<file path="src/rtl/laser_pkg.sv">
// laser_pkg: types and defaults shared by the laser frame feeder and the solver.
package laser_pkg;

    localparam int LASER_CW         = 4;
    localparam int LASER_NUM_POINTS = 40;

    typedef enum logic [1:0] {
        FILL      = 2'd0,
        STREAM    = 2'd1,
        WAIT_DONE = 2'd2
    } state_t;

    typedef struct packed {
        logic [LASER_CW-1:0] x;
        logic [LASER_CW-1:0] y;
    } point_t;

endpackage

</file>
<file path="src/rtl/laser_point_ram.sv">
// laser_point_ram: one frame of point storage, one write port, registered read port.
// The read register holds its value when no read is issued so the solver-facing
// X/Y keep the last streamed point.
module laser_point_ram
    import laser_pkg::*;
#(
    parameter int DEPTH = LASER_NUM_POINTS,
    parameter int DW    = 2 * LASER_CW,
    parameter int AW    = $clog2(DEPTH)
) (
    input  logic          i_clk,
    input  logic          i_rst,
    input  logic          i_wr_en,
    input  logic [AW-1:0] i_wr_addr,
    input  logic [DW-1:0] i_wr_data,
    input  logic          i_rd_en,
    input  logic [AW-1:0] i_rd_addr,
    output logic [DW-1:0] o_rd_data
);

    logic [DW-1:0] r_mem [DEPTH];
    logic [DW-1:0] r_rd_data;

    // Storage write; contents are never cleared
    always_ff @(posedge i_clk) begin
        if (i_wr_en) r_mem[i_wr_addr] <= i_wr_data;
    end

    // Registered read, holds between reads
    always_ff @(posedge i_clk) begin
        if (i_rst)        r_rd_data <= '0;
        else if (i_rd_en) r_rd_data <= r_mem[i_rd_addr];
    end

    assign o_rd_data = r_rd_data;

endmodule

</file>
<file path="src/rtl/laser_frame_feeder.sv">
// laser_frame_feeder: buffers one frame of points and streams it to the solver
// as a gap-free burst, then waits for the solver's DONE before the next burst.
// Optional macro LASER_FEEDER_DOUBLE_BUF_EN: two ping-pong banks so the next
// frame fills while the current one streams / waits for DONE.
//
// state     | meaning
// FILL      | single bank: accepting points; double bank: reader idle until a bank is full
// STREAM    | reading the frame out, one point per cycle
// WAIT_DONE | burst sent, waiting for solver DONE
module laser_frame_feeder
    import laser_pkg::*;
#(
    parameter int NUM_POINTS = LASER_NUM_POINTS,
    parameter int CW         = LASER_CW
) (
    input  logic          i_clk,
    input  logic          i_rst,
    input  logic          i_in_valid,
    input  logic [CW-1:0] i_in_x,
    input  logic [CW-1:0] i_in_y,
    output logic          o_in_ready,
    output logic [CW-1:0] o_x,
    output logic [CW-1:0] o_y,
    output logic          o_out_valid,
    output logic          o_out_first,
    output logic          o_out_last,
    input  logic          i_done,
    output logic [7:0]    o_frame_cnt,
    output logic          o_err_early_done
);

    localparam int            IW       = $clog2(NUM_POINTS);
    localparam int            DW       = 2 * CW;
    localparam logic [IW-1:0] LAST_IDX = IW'(NUM_POINTS - 1);
    localparam logic [IW-1:0] IDX_ONE  = IW'(1);

    state_t        r_state, w_state_nxt;
    logic [IW-1:0] r_wr_idx, r_rd_idx, w_rd_idx_nxt, w_rd_addr;
    logic          w_in_ready, w_acc, w_acc_last;
    logic          w_rd_en, w_done_ok, w_fill_start, w_next_ready;
    logic          r_out_valid, r_out_first, r_out_last;
    logic [7:0]    r_frame_cnt;
    logic          r_err_early;
    logic [DW-1:0] w_rd_data;

    assign w_acc      = i_in_valid & w_in_ready;
    assign w_acc_last = w_acc & (r_wr_idx == LAST_IDX);

    // Write index advances on every accepted point, wraps at the frame end
    always_ff @(posedge i_clk) begin
        if (i_rst)      r_wr_idx <= '0;
        else if (w_acc) r_wr_idx <= (r_wr_idx == LAST_IDX) ? '0 : r_wr_idx + IDX_ONE;
    end

`ifdef LASER_FEEDER_DOUBLE_BUF_EN
    logic [1:0]    r_full;
    logic          r_wr_bank, r_rd_bank, r_out_bank, w_rd_bank;
    logic [DW-1:0] w_bank_q [2];

    assign w_in_ready   = ~r_full[r_wr_bank];
    // A bank completing this very cycle counts as full so no cycle is lost
    assign w_fill_start = r_full[r_rd_bank] | (w_acc_last & (r_wr_bank == r_rd_bank));
    assign w_next_ready = r_full[~r_rd_bank] | (w_acc_last & (r_wr_bank != r_rd_bank));
    assign w_rd_bank    = w_done_ok ? ~r_rd_bank : r_rd_bank;
    assign w_rd_data    = w_bank_q[r_out_bank];

    // Bank occupancy flags and ping-pong pointers
    always_ff @(posedge i_clk) begin
        if (i_rst) begin
            r_full     <= '0;
            r_wr_bank  <= 1'b0;
            r_rd_bank  <= 1'b0;
            r_out_bank <= 1'b0;
        end else begin
            for (int b = 0; b < 2; b++) begin
                if (w_acc_last && r_wr_bank == 1'(b))     r_full[b] <= 1'b1;
                else if (w_done_ok && r_rd_bank == 1'(b)) r_full[b] <= 1'b0;
            end
            if (w_acc_last) r_wr_bank  <= ~r_wr_bank;
            if (w_done_ok)  r_rd_bank  <= ~r_rd_bank;
            if (w_rd_en)    r_out_bank <= w_rd_bank;
        end
    end

    for (genvar b = 0; b < 2; b++) begin : g_bank
        laser_point_ram #(.DEPTH(NUM_POINTS), .DW(DW), .AW(IW)) u_ram (
            .i_clk     (i_clk),
            .i_rst     (i_rst),
            .i_wr_en   (w_acc && (r_wr_bank == 1'(b))),
            .i_wr_addr (r_wr_idx),
            .i_wr_data ({i_in_x, i_in_y}),
            .i_rd_en   (w_rd_en && (w_rd_bank == 1'(b))),
            .i_rd_addr (w_rd_addr),
            .o_rd_data (w_bank_q[b])
        );
    end
`else
    assign w_in_ready   = (r_state == FILL);
    assign w_fill_start = w_acc_last;
    assign w_next_ready = 1'b0;

    laser_point_ram #(.DEPTH(NUM_POINTS), .DW(DW), .AW(IW)) u_ram (
        .i_clk     (i_clk),
        .i_rst     (i_rst),
        .i_wr_en   (w_acc),
        .i_wr_addr (r_wr_idx),
        .i_wr_data ({i_in_x, i_in_y}),
        .i_rd_en   (w_rd_en),
        .i_rd_addr (w_rd_addr),
        .o_rd_data (w_rd_data)
    );
`endif

    // State register
    always_ff @(posedge i_clk) begin
        if (i_rst) r_state <= FILL;
        else       r_state <= w_state_nxt;
    end

    // Next state, read sequencing and DONE acceptance
    always_comb begin
        w_state_nxt  = r_state;
        w_rd_idx_nxt = r_rd_idx;
        w_rd_addr    = r_rd_idx;
        w_rd_en      = 1'b0;
        w_done_ok    = 1'b0;
        case (r_state)
            FILL: begin
                if (w_fill_start) w_state_nxt = STREAM;
            end
            STREAM: begin
                w_rd_en = 1'b1;
                if (r_rd_idx == LAST_IDX) begin
                    w_rd_idx_nxt = '0;
                    w_state_nxt  = WAIT_DONE;
                end else begin
                    w_rd_idx_nxt = r_rd_idx + IDX_ONE;
                end
            end
            WAIT_DONE: begin
                if (i_done) begin
                    w_done_ok = 1'b1;
                    if (w_next_ready) begin
                        // Issue point 0 of the other bank in the DONE cycle itself
                        w_rd_en      = 1'b1;
                        w_rd_addr    = '0;
                        w_rd_idx_nxt = IDX_ONE;
                        w_state_nxt  = STREAM;
                    end else begin
                        w_state_nxt = FILL;
                    end
                end
            end
            default: w_state_nxt = FILL;
        endcase
    end

    // Read index, output flags aligned with the registered read, counters
    always_ff @(posedge i_clk) begin
        if (i_rst) begin
            r_rd_idx    <= '0;
            r_out_valid <= 1'b0;
            r_out_first <= 1'b0;
            r_out_last  <= 1'b0;
            r_frame_cnt <= '0;
            r_err_early <= 1'b0;
        end else begin
            r_rd_idx    <= w_rd_idx_nxt;
            r_out_valid <= w_rd_en;
            r_out_first <= w_rd_en && (w_rd_addr == '0);
            r_out_last  <= w_rd_en && (w_rd_addr == LAST_IDX);
            if (w_done_ok) r_frame_cnt <= r_frame_cnt + 8'd1;
            if (i_done && (r_state != WAIT_DONE)) r_err_early <= 1'b1;
        end
    end

    assign o_in_ready       = w_in_ready;
    assign o_x              = w_rd_data[DW-1:CW];
    assign o_y              = w_rd_data[CW-1:0];
    assign o_out_valid      = r_out_valid;
    assign o_out_first      = r_out_first;
    assign o_out_last       = r_out_last;
    assign o_frame_cnt      = r_frame_cnt;
    assign o_err_early_done = r_err_early;

endmodule

</file>
<file path="config.mk">
export PLATFORM = sky130hd
export DESIGN_NAME = laser_frame_feeder
export DESIGN_NICKNAME = d
export VERILOG_FILES = /design/src/rtl/laser_pkg.sv /design/src/rtl/laser_point_ram.sv /design/src/rtl/laser_frame_feeder.sv
export SDC_FILE = /design/constraint.sdc
export NUM_CORES = 1
export LEC_CHECK = 0
export CAP_MARGIN = 20
export CORE_AREA = 4 4 168 170
export CTS_CLUSTER_SIZE = 28
export DETAILED_ROUTE_END_ITERATION = 16
export DIE_AREA = 0 0 172 174
export PLACE_DENSITY = 0.74
export SETUP_SLACK_MARGIN = 0.4
export SLEW_MARGIN = 25
export SYNTH_ARGS = -nofsm -noshare
export SYNTH_HDL_FRONTEND = slang
export SYNTH_SLANG_ARGS = --single-unit
</file>
<file path="constraint.sdc">
create_clock -name i_clk -period 3.9 [get_ports i_clk]
set_clock_uncertainty 0.2 [all_clocks]
set_input_delay 0.585 -clock i_clk [delete_from_list [all_inputs] [get_ports i_clk]]
set_output_delay 0.585 -clock i_clk [all_outputs]
set_load 0.05 [all_outputs]
</file>
==> impl_metrics.yaml, run 1 <==
routing:
  first_iter_violations: 832
  wire_per_inst_um: 24.6
  drt_wl_total_um: 30100
  viasPerCell: 6.14
  wl_met2_um: 14600
  drt_pass1_iterations: 5
  wl_met3_um: 2330
  maxUsedRoutingLayer: "met4"
  met1_length_um: 12400
  vias: 7515
  postRouteAntennaNets: 0
  drc: 0
layout:
  area_growth_pct: 13.0
  nets: 870
  utilization: 0.595
  diodes: 0
  drive_above_1_share: 0.142
  fill_cells: 1900
synth:
  seq_area_frac_synth: 0.731
  synth_edf_count: 320
  synthFlopType: "edfxtp_1"
  synthCells: 807
  syn-num-nets: 823
  yosysWarnings: 0
  yosys_register_bits: 354
  avgSynthCellArea_um2: 17.4
  syn_area_um2: 14100
  async_reset_ff_frac: 0
  ys_types: 49
clock_tree:
  clk_pin_slew_worst_paths_ps: 60
  postCtsResizedCells: 0
  cts_made_buffers: 37
  cts_setup_buffers: 0
  clockRootBuffer: "clkbuf_16"
  htreeDepth: 2
  cts_hold_buffers: 0
  cts.sink_count: 354
  cts.path.max_buffers: 3
  cts_tree: "yes"
  clk_latency_ps: 520
worst_setup_path:
  cp_num_buf_inv: 1
  rr_worst_depth: 5
  crit_family: "flip-flops"
  worst_ep_arrival_time_ps: 2790
  critPathMaxFanout: 19
  cp_slowest_cell: "dfxtp_2"
  slowest_delay_ps: 660
  cp-start-kind: "register"
  path_cells: "buf_4 > mux4_2 > a22oi_1 > a21o_1 > a41oi_2"
  cp-end-kind: "register"
  crit_cells: 5
  crit_type: "register to register"
  required_ps: 4080
grt:
  grt_max_degree: 41
  grt_pass1_wl_um: 44900
  track_usage: 0.201
  overflow: 0
  grt_pass1_vias: 7224
  antenna_found_initial: 0
worst_hold_path:
  hold_class: "register to register"
  hold_path_depth: 2
power_and_ir_drop:
  power.density_nw_per_um2: 481
  intPower_w: 0.00616
  power.switching_w: 0.00149
  leakagePower_nw: 4.92
  sequentialPowerShare: 0.543
  clockPowerShare: 0.440
  p_sw_frac: 0.195
  combPwrFrac: 0.017
  max-vdd-ir-drop_uv: 267
placed_design:
  dp_hpwl_um: 18700
  place.gp.congestion: 0.820
  pre_cts_ws_ps: 839
  portBuffers: 32
die:
  fp.coreArea_um2: 26700
  rows: 60
  die-area_um2: 29900
  fp.dieW_um: 172
  ioPinCount: 33
  initial_utilization: 0.527
  die_y_um: 174
timing:
  finalCriticalPeriod_ps: 2610
  fin_crit_sh: 0.668
  slew_headroom: 0.384
  fmax_mhz: 384
  fin_ws_ps: 1290
  tns_ps: 0
  hold_violations: 0
  worst_slew_pin_slew_ps: 922
  rsz0062_at_grt: "false"
  setup_viol: 0
  report.final.slew_viol_count: 0
job:
  maxCapViolCount: 0
run_status:
  status: "finished, final reports clean"
sequential cells by signal, summed over array words and instances (netlist names):
register,count
u_ram.r_mem,320
o_frame_cnt,8
u_ram.o_rd_data,8
r_rd_idx,6
r_wr_idx,6
r_state,2
o_err_early_done,1
o_out_first,1
o_out_last,1
o_out_valid,1
final cells by class:
cell class | instances | area [µm²] | area share
flip-flops and latches | 354 | 10300 | 0.647
multi-input cells | 402 | 3470 | 0.218
well taps | 341 | 427 | 0.0268
clock inverters | 21 | 160 | 0.0101
clock buffers | 47 | 1020 | 0.0639
repair buffers | 56 | 526 | 0.0330
inverters | 3 | 11.3 | 0.000708
per-layer routing:
metal / GRT usage / vias to the layer above
li1: - / 3286
met1: 0.285 / 3825
met2: 0.316 / 348
met3: 0.0357 / 56
met4: 0.0701 / 0
met5: 0 / -
cells by family (layout without fill, tap and decap cells):
family                     count (synthesis)  in the layout  share of synthesized area
AOI/OAI and AO/OA                        102            102                     0.0568
xor gates and xnor gates                  11             11                    0.00684
adders and majority gates                  4              4                    0.00356
buffers and inverters                     51            127                     0.0226
DFF                                      354            354                      0.731
muxes                                    121            121                      0.124
and+or+nand+nor                          164            164                     0.0556
worst min-delay path, stage by stage, from the launching register on:
cell and delay, ps:
dfxtp_1 330, nand2_1 70, a21oi_1 60
final timing paths:
check	startpoint	endpoint	slack, ps
max	r_rd_idx[0]$_SDFFE_PP0P_	u_ram.o_rd_data[2]$_SDFFE_PP0P_	1290
min	o_frame_cnt[1]$_SDFFE_PP0P_	o_frame_cnt[1]$_SDFFE_PP0P_	300
max reg2reg	r_rd_idx[0]$_SDFFE_PP0P_	u_ram.o_rd_data[2]$_SDFFE_PP0P_	1290
min reg2reg	o_frame_cnt[1]$_SDFFE_PP0P_	o_frame_cnt[1]$_SDFFE_PP0P_	300
power groups by stage:
stage / sequential [W] / combinational [W] / clock, W
6_report: 0.00415 / 0.000133 / 0.00337
5_1_grt: 0.00415 / 0.000142 / 0.00357
4_1_cts: 0.00415 / 0.000133 / 0.00340
3_5_place_dp: 0.00423 / 0.000133 / 0
3_3_place_gp: 0.00423 / 0.000130 / 0
2_1_floorplan: 0.00424 / 0.0000363 / 0
layout by cell type (no fill, tap or decap), drive strengths merged, types with 2 or more instances in the layout:
master	instances
nand2	34
xnor2	5
clkinv	18
nor3b	2
clkdlybuf4s50	32
dfxtp	34
a2bb2oi	8
ha	4
a21oi	15
bufinv	2
nor3	3
a31oi	8
nand3b	2
clkbuf	47
nand2b	3
and2	4
mux2i	81
nor2	63
nand4	7
or3b	3
xor2	6
a21o	8
inv	4
mux4	40
a41oi	9
nand3	25
buf	24
nor2b	9
a22oi	40
and2b	2
o21a	3
o21bai	8
or3	3
edfxtp	320
through the flow:
stage | cells | power (W) | hold slack [ps] | area (µm²)
3_3_place_gp | 1156 | 0.00436 | 253 | 14700
4_1_cts | 1224 | 0.00769 | 306 | 15900
6_report | 1224 | 0.00766 | 302 | 15900
3_5_place_dp | 1156 | 0.00437 | 279 | 14700
2_1_floorplan | 807 | 0.00427 | 351 | 14100
5_1_grt | 1224 | 0.00786 | 342 | 15900
Yosys cell counts, types with 2 or more instances:
cell,count,area (µm²)
edfxtp_1,320,9610
mux2i_1,81,811
nor2_1,62,233
a22oi_1,40,300
dfxtp_1,34,681
nand2_1,34,128
mux4_2,32,721
nand3_1,25,125
clkbuf_1,20,75.1
a21oi_1,15,75.1
nor2b_1,9,56.3
a21o_1,8,60.1
a2bb2oi_1,8,70.1
a31oi_1,8,50.1
a41oi_2,8,130
buf_4,8,60.1
buf_6,8,90.1
mux4_1,8,210
o21bai_1,8,60.1
buf_2,7,35.0
nand4_1,6,37.5
xor2_1,6,52.6
xnor2_1,5,43.8
and2_1,4,25.0
ha_1,4,50.1
buf_1,3,11.3
inv_1,3,11.3
nand2b_1,3,18.8
nor3_1,3,15.0
o21a_1,3,22.5
or3_1,3,18.8
and2b_1,2,15.0
nand3b_1,2,15.0
or3b_2,2,17.5
No activity file was read; power rests on OpenSTA's default activity.
==> run 2: changes to the inputs <==
Clock period 3.9 ns to 2.7 ns, I/O delays scaled along.
==> run 2 against run 1 <==
Critical path depth decreased by 4. Largest cell class unchanged. Routed wire length decreased by 0.15%. Sequential share of layout area decreased by 1.4 points. Combinational power increased by 47%. Hold slack got worse by 37 ps. Largest power group unchanged. Utilization increased by 1.4 points. Critical endpoint is now o_err_early_done. Non-clock buffer count increased by 57. Flip-flop and latch count unchanged. Highest routed layer unchanged. Total power increased by 40%. Clock power increased by 35%. Final cell count increased by 4.2%.
==> impl_metrics.yaml, run 2 (synthesis gave the netlist of run 1 again) <==
layout:
  nets: 926
  diodes: 0
  largest_reg_flops: 320
  final_common_cell: "edfxtp_1"
  final_cell_mix: "320 x edfxtp_1, 81 x mux2i_1, 75 x buf_4, 62 x nor2_1, 40 x a22oi_1"
  drive_above_1_share: 0.188
  multi_input_area_um2: 3470
  area_growth_pct: 15.6
  ff_latch_area_um2: 10300
  fill_cells: 1899
  largest_register: "u_ram.r_mem"
  final_cell_area_um2: 16300
placed_design:
  dp_hpwl_um: 18900
  place.gp.congestion: 0.888
  portBuffers: 32
  dpl_cell_area_um2: 15100
die:
  rows: 60
  ioPinCount: 33
  fp.dieW_um: 172
  initial_utilization: 0.527
  fp.coreArea_um2: 26700
  die-area_um2: 29900
  die_y_um: 174
power_and_ir_drop:
  max-vdd-ir-drop_uv: 494
  combPwrFrac: 0.018
  leakagePower_nw: 5.29
  total_power_w: 0.0107
  p_sw_frac: 0.191
  clockPowerShare: 0.423
  sequentialPowerShare: 0.559
  power.density_nw_per_um2: 660
  power.switching_w: 0.00205
  intPower_w: 0.00868
clock_tree:
  clockRootBuffer: "clkbuf_16"
  clk_latency_ps: 510
  cts_made_buffers: 36
  cts.path.max_buffers: 3
  cts.sink_count: 354
  htreeDepth: 2
  cts_hold_buffers: 0
  clk_pin_slew_worst_paths_ps: 60
  cts_tree: "yes"
worst_setup_path:
  crit_type: "register to output pin"
  reg2reg_slack_ps: 500
  cp-start-kind: "register"
  cp-end-kind: "output pin"
  worst_ep_arrival_time_ps: 1620
  cp_slowest_cell: "clkdlybuf4s50_1"
  r2r-end: "u_ram.o_rd_data[3]$_SDFFE_PP0P_"
  critPathMaxFanout: 2
  rr_worst_depth: 5
  path_cells: "clkdlybuf4s50_1"
  crit_family: "buffers and inverters"
  cp_num_buf_inv: 1
  required_ps: 2100
  reg2reg_from: "r_rd_idx[0]$_SDFFE_PP0P_"
  slowest_delay_ps: 800
timing:
  slew_headroom: 0.495
  finalCriticalPeriod_ps: 2230
  tns_ps: 0
  fin_crit_sh: 0.825
  fmax_mhz: 449
  setup_viol: 0
  hold_violations: 0
  worst_slew_pin_slew_ps: 755
  report.final.slew_viol_count: 0
  rsz0062_at_grt: "false"
grt:
  overflow: 0
  grt_pass1_vias: 7415
  grt_pass1_wl_um: 45300
  track_usage: 0.202
  grt_max_degree: 41
  antenna_found_initial: 0
routing:
  drt_wl_total_um: 30100
  vias: 7618
  first_iter_violations: 786
  wire_per_inst_um: 23.6
  viasPerCell: 5.97
  drc: 0
  postRouteAntennaNets: 0
  drt_pass1_iterations: 5
job:
  maxCapViolCount: 0
worst_hold_path:
  hold_class: "register to register"
  hold_path_depth: 2
  holdPathEnd: "o_err_early_done$_SDFFE_PP0P_"
  min_from: "o_err_early_done$_SDFFE_PP0P_"
run_status:
  status: "finished, final reports clean"
[run 2: cell types whose count changed in the layout (fill, tap and decap cells not counted), moves of 2 or more]
cell / change
clkbuf_16: -2
dlygate4sd2_1: +15
buf_4: +53
clkdlybuf4s50_1: -17
clkinv_2: -4
clkinv_1: +2
buf_12: +4
dlymetal6s2s_1: +2
[run 2: layout make-up]
cell class,instances,area share
clock buffers,46,0.0602
clock inverters,16,0.00569
inverters,3,0.000692
multi-input cells,402,0.213
flip-flops and latches,354,0.633
well taps,341,0.0262
repair buffers,113,0.0608
[run 2: power by group through the flow]
stage	registers, W	logic [W]	clock network [W]
after global routing	0.00600	0.000211	0.00484
after floorplan	0.00612	0.0000524	0
final	0.00600	0.000196	0.00454
after CTS	0.00600	0.000196	0.00460
after detailed placement	0.00611	0.000195	0
after global placement	0.00611	0.000189	0
[run 2: timing repair]
item,in CTS,in global routing
resized for setup,16,4
buffers inserted,0,10
endpoints found under the setup margin,23,10
[run 2: through the flow]
| stage | hold WS (ps) | setup slack (ps) | util | std cells |
|---|---|---|---|---|
| after detailed placement | 259 | 122 | 0.566 | 1203 |
| after global routing | 292 | 432 | 0.609 | 1275 |
| after floorplan | 284 | 476 | - | 807 |
| after global placement | 253 | 163 | 0.566 | 1203 |
| after CTS | 272 | 403 | 0.605 | 1265 |
| final | 265 | 472 | 0.609 | 1275 |
[run 2: worst reg2reg max path, stage by stage (launching register included)]
cell and delay [ps]:
dfxtp_4 420, buf_12 170, nor2_2 490, a22oi_1 220
a31oi_1 410, a41oi_2 150
[run 2: routing by layer]
metal | global-route usage | up-vias | routed length [µm]
met5 | 0 | - | 0
met4 | 0.0622 | 0 | 839
met2 | 0.314 | 281 | 14600
met1 | 0.295 | 3878 | 12500
li1 | - | 3406 | -
met3 | 0.0327 | 53 | 2130
[run 2: how the worst max path moves through the flow]
| stage | startpoint | endpoint | slack (ps) | depth (start not counted) |
|---|---|---|---|---|
| 2_1_floorplan | i_in_valid | u_ram.r_mem[38][0]$_DFFE_PP_ | 480 | 4 |
| 3_3_place_gp | i_in_valid | u_ram.r_mem[35][5]$_DFFE_PP_ | 160 | 6 |
| 3_5_place_dp | i_in_valid | u_ram.r_mem[19][4]$_DFFE_PP_ | 120 | 6 |
| 4_1_cts | u_ram.o_rd_data[1]$_SDFFE_PP0P_ | o_y[1] | 400 | 1 |
| 5_1_grt | r_rd_idx[2]$_SDFFE_PP0P_ | u_ram.o_rd_data[2]$_SDFFE_PP0P_ | 430 | 5 |
| 6_report | o_err_early_done$_SDFFE_PP0P_ | o_err_early_done | 470 | 1 |
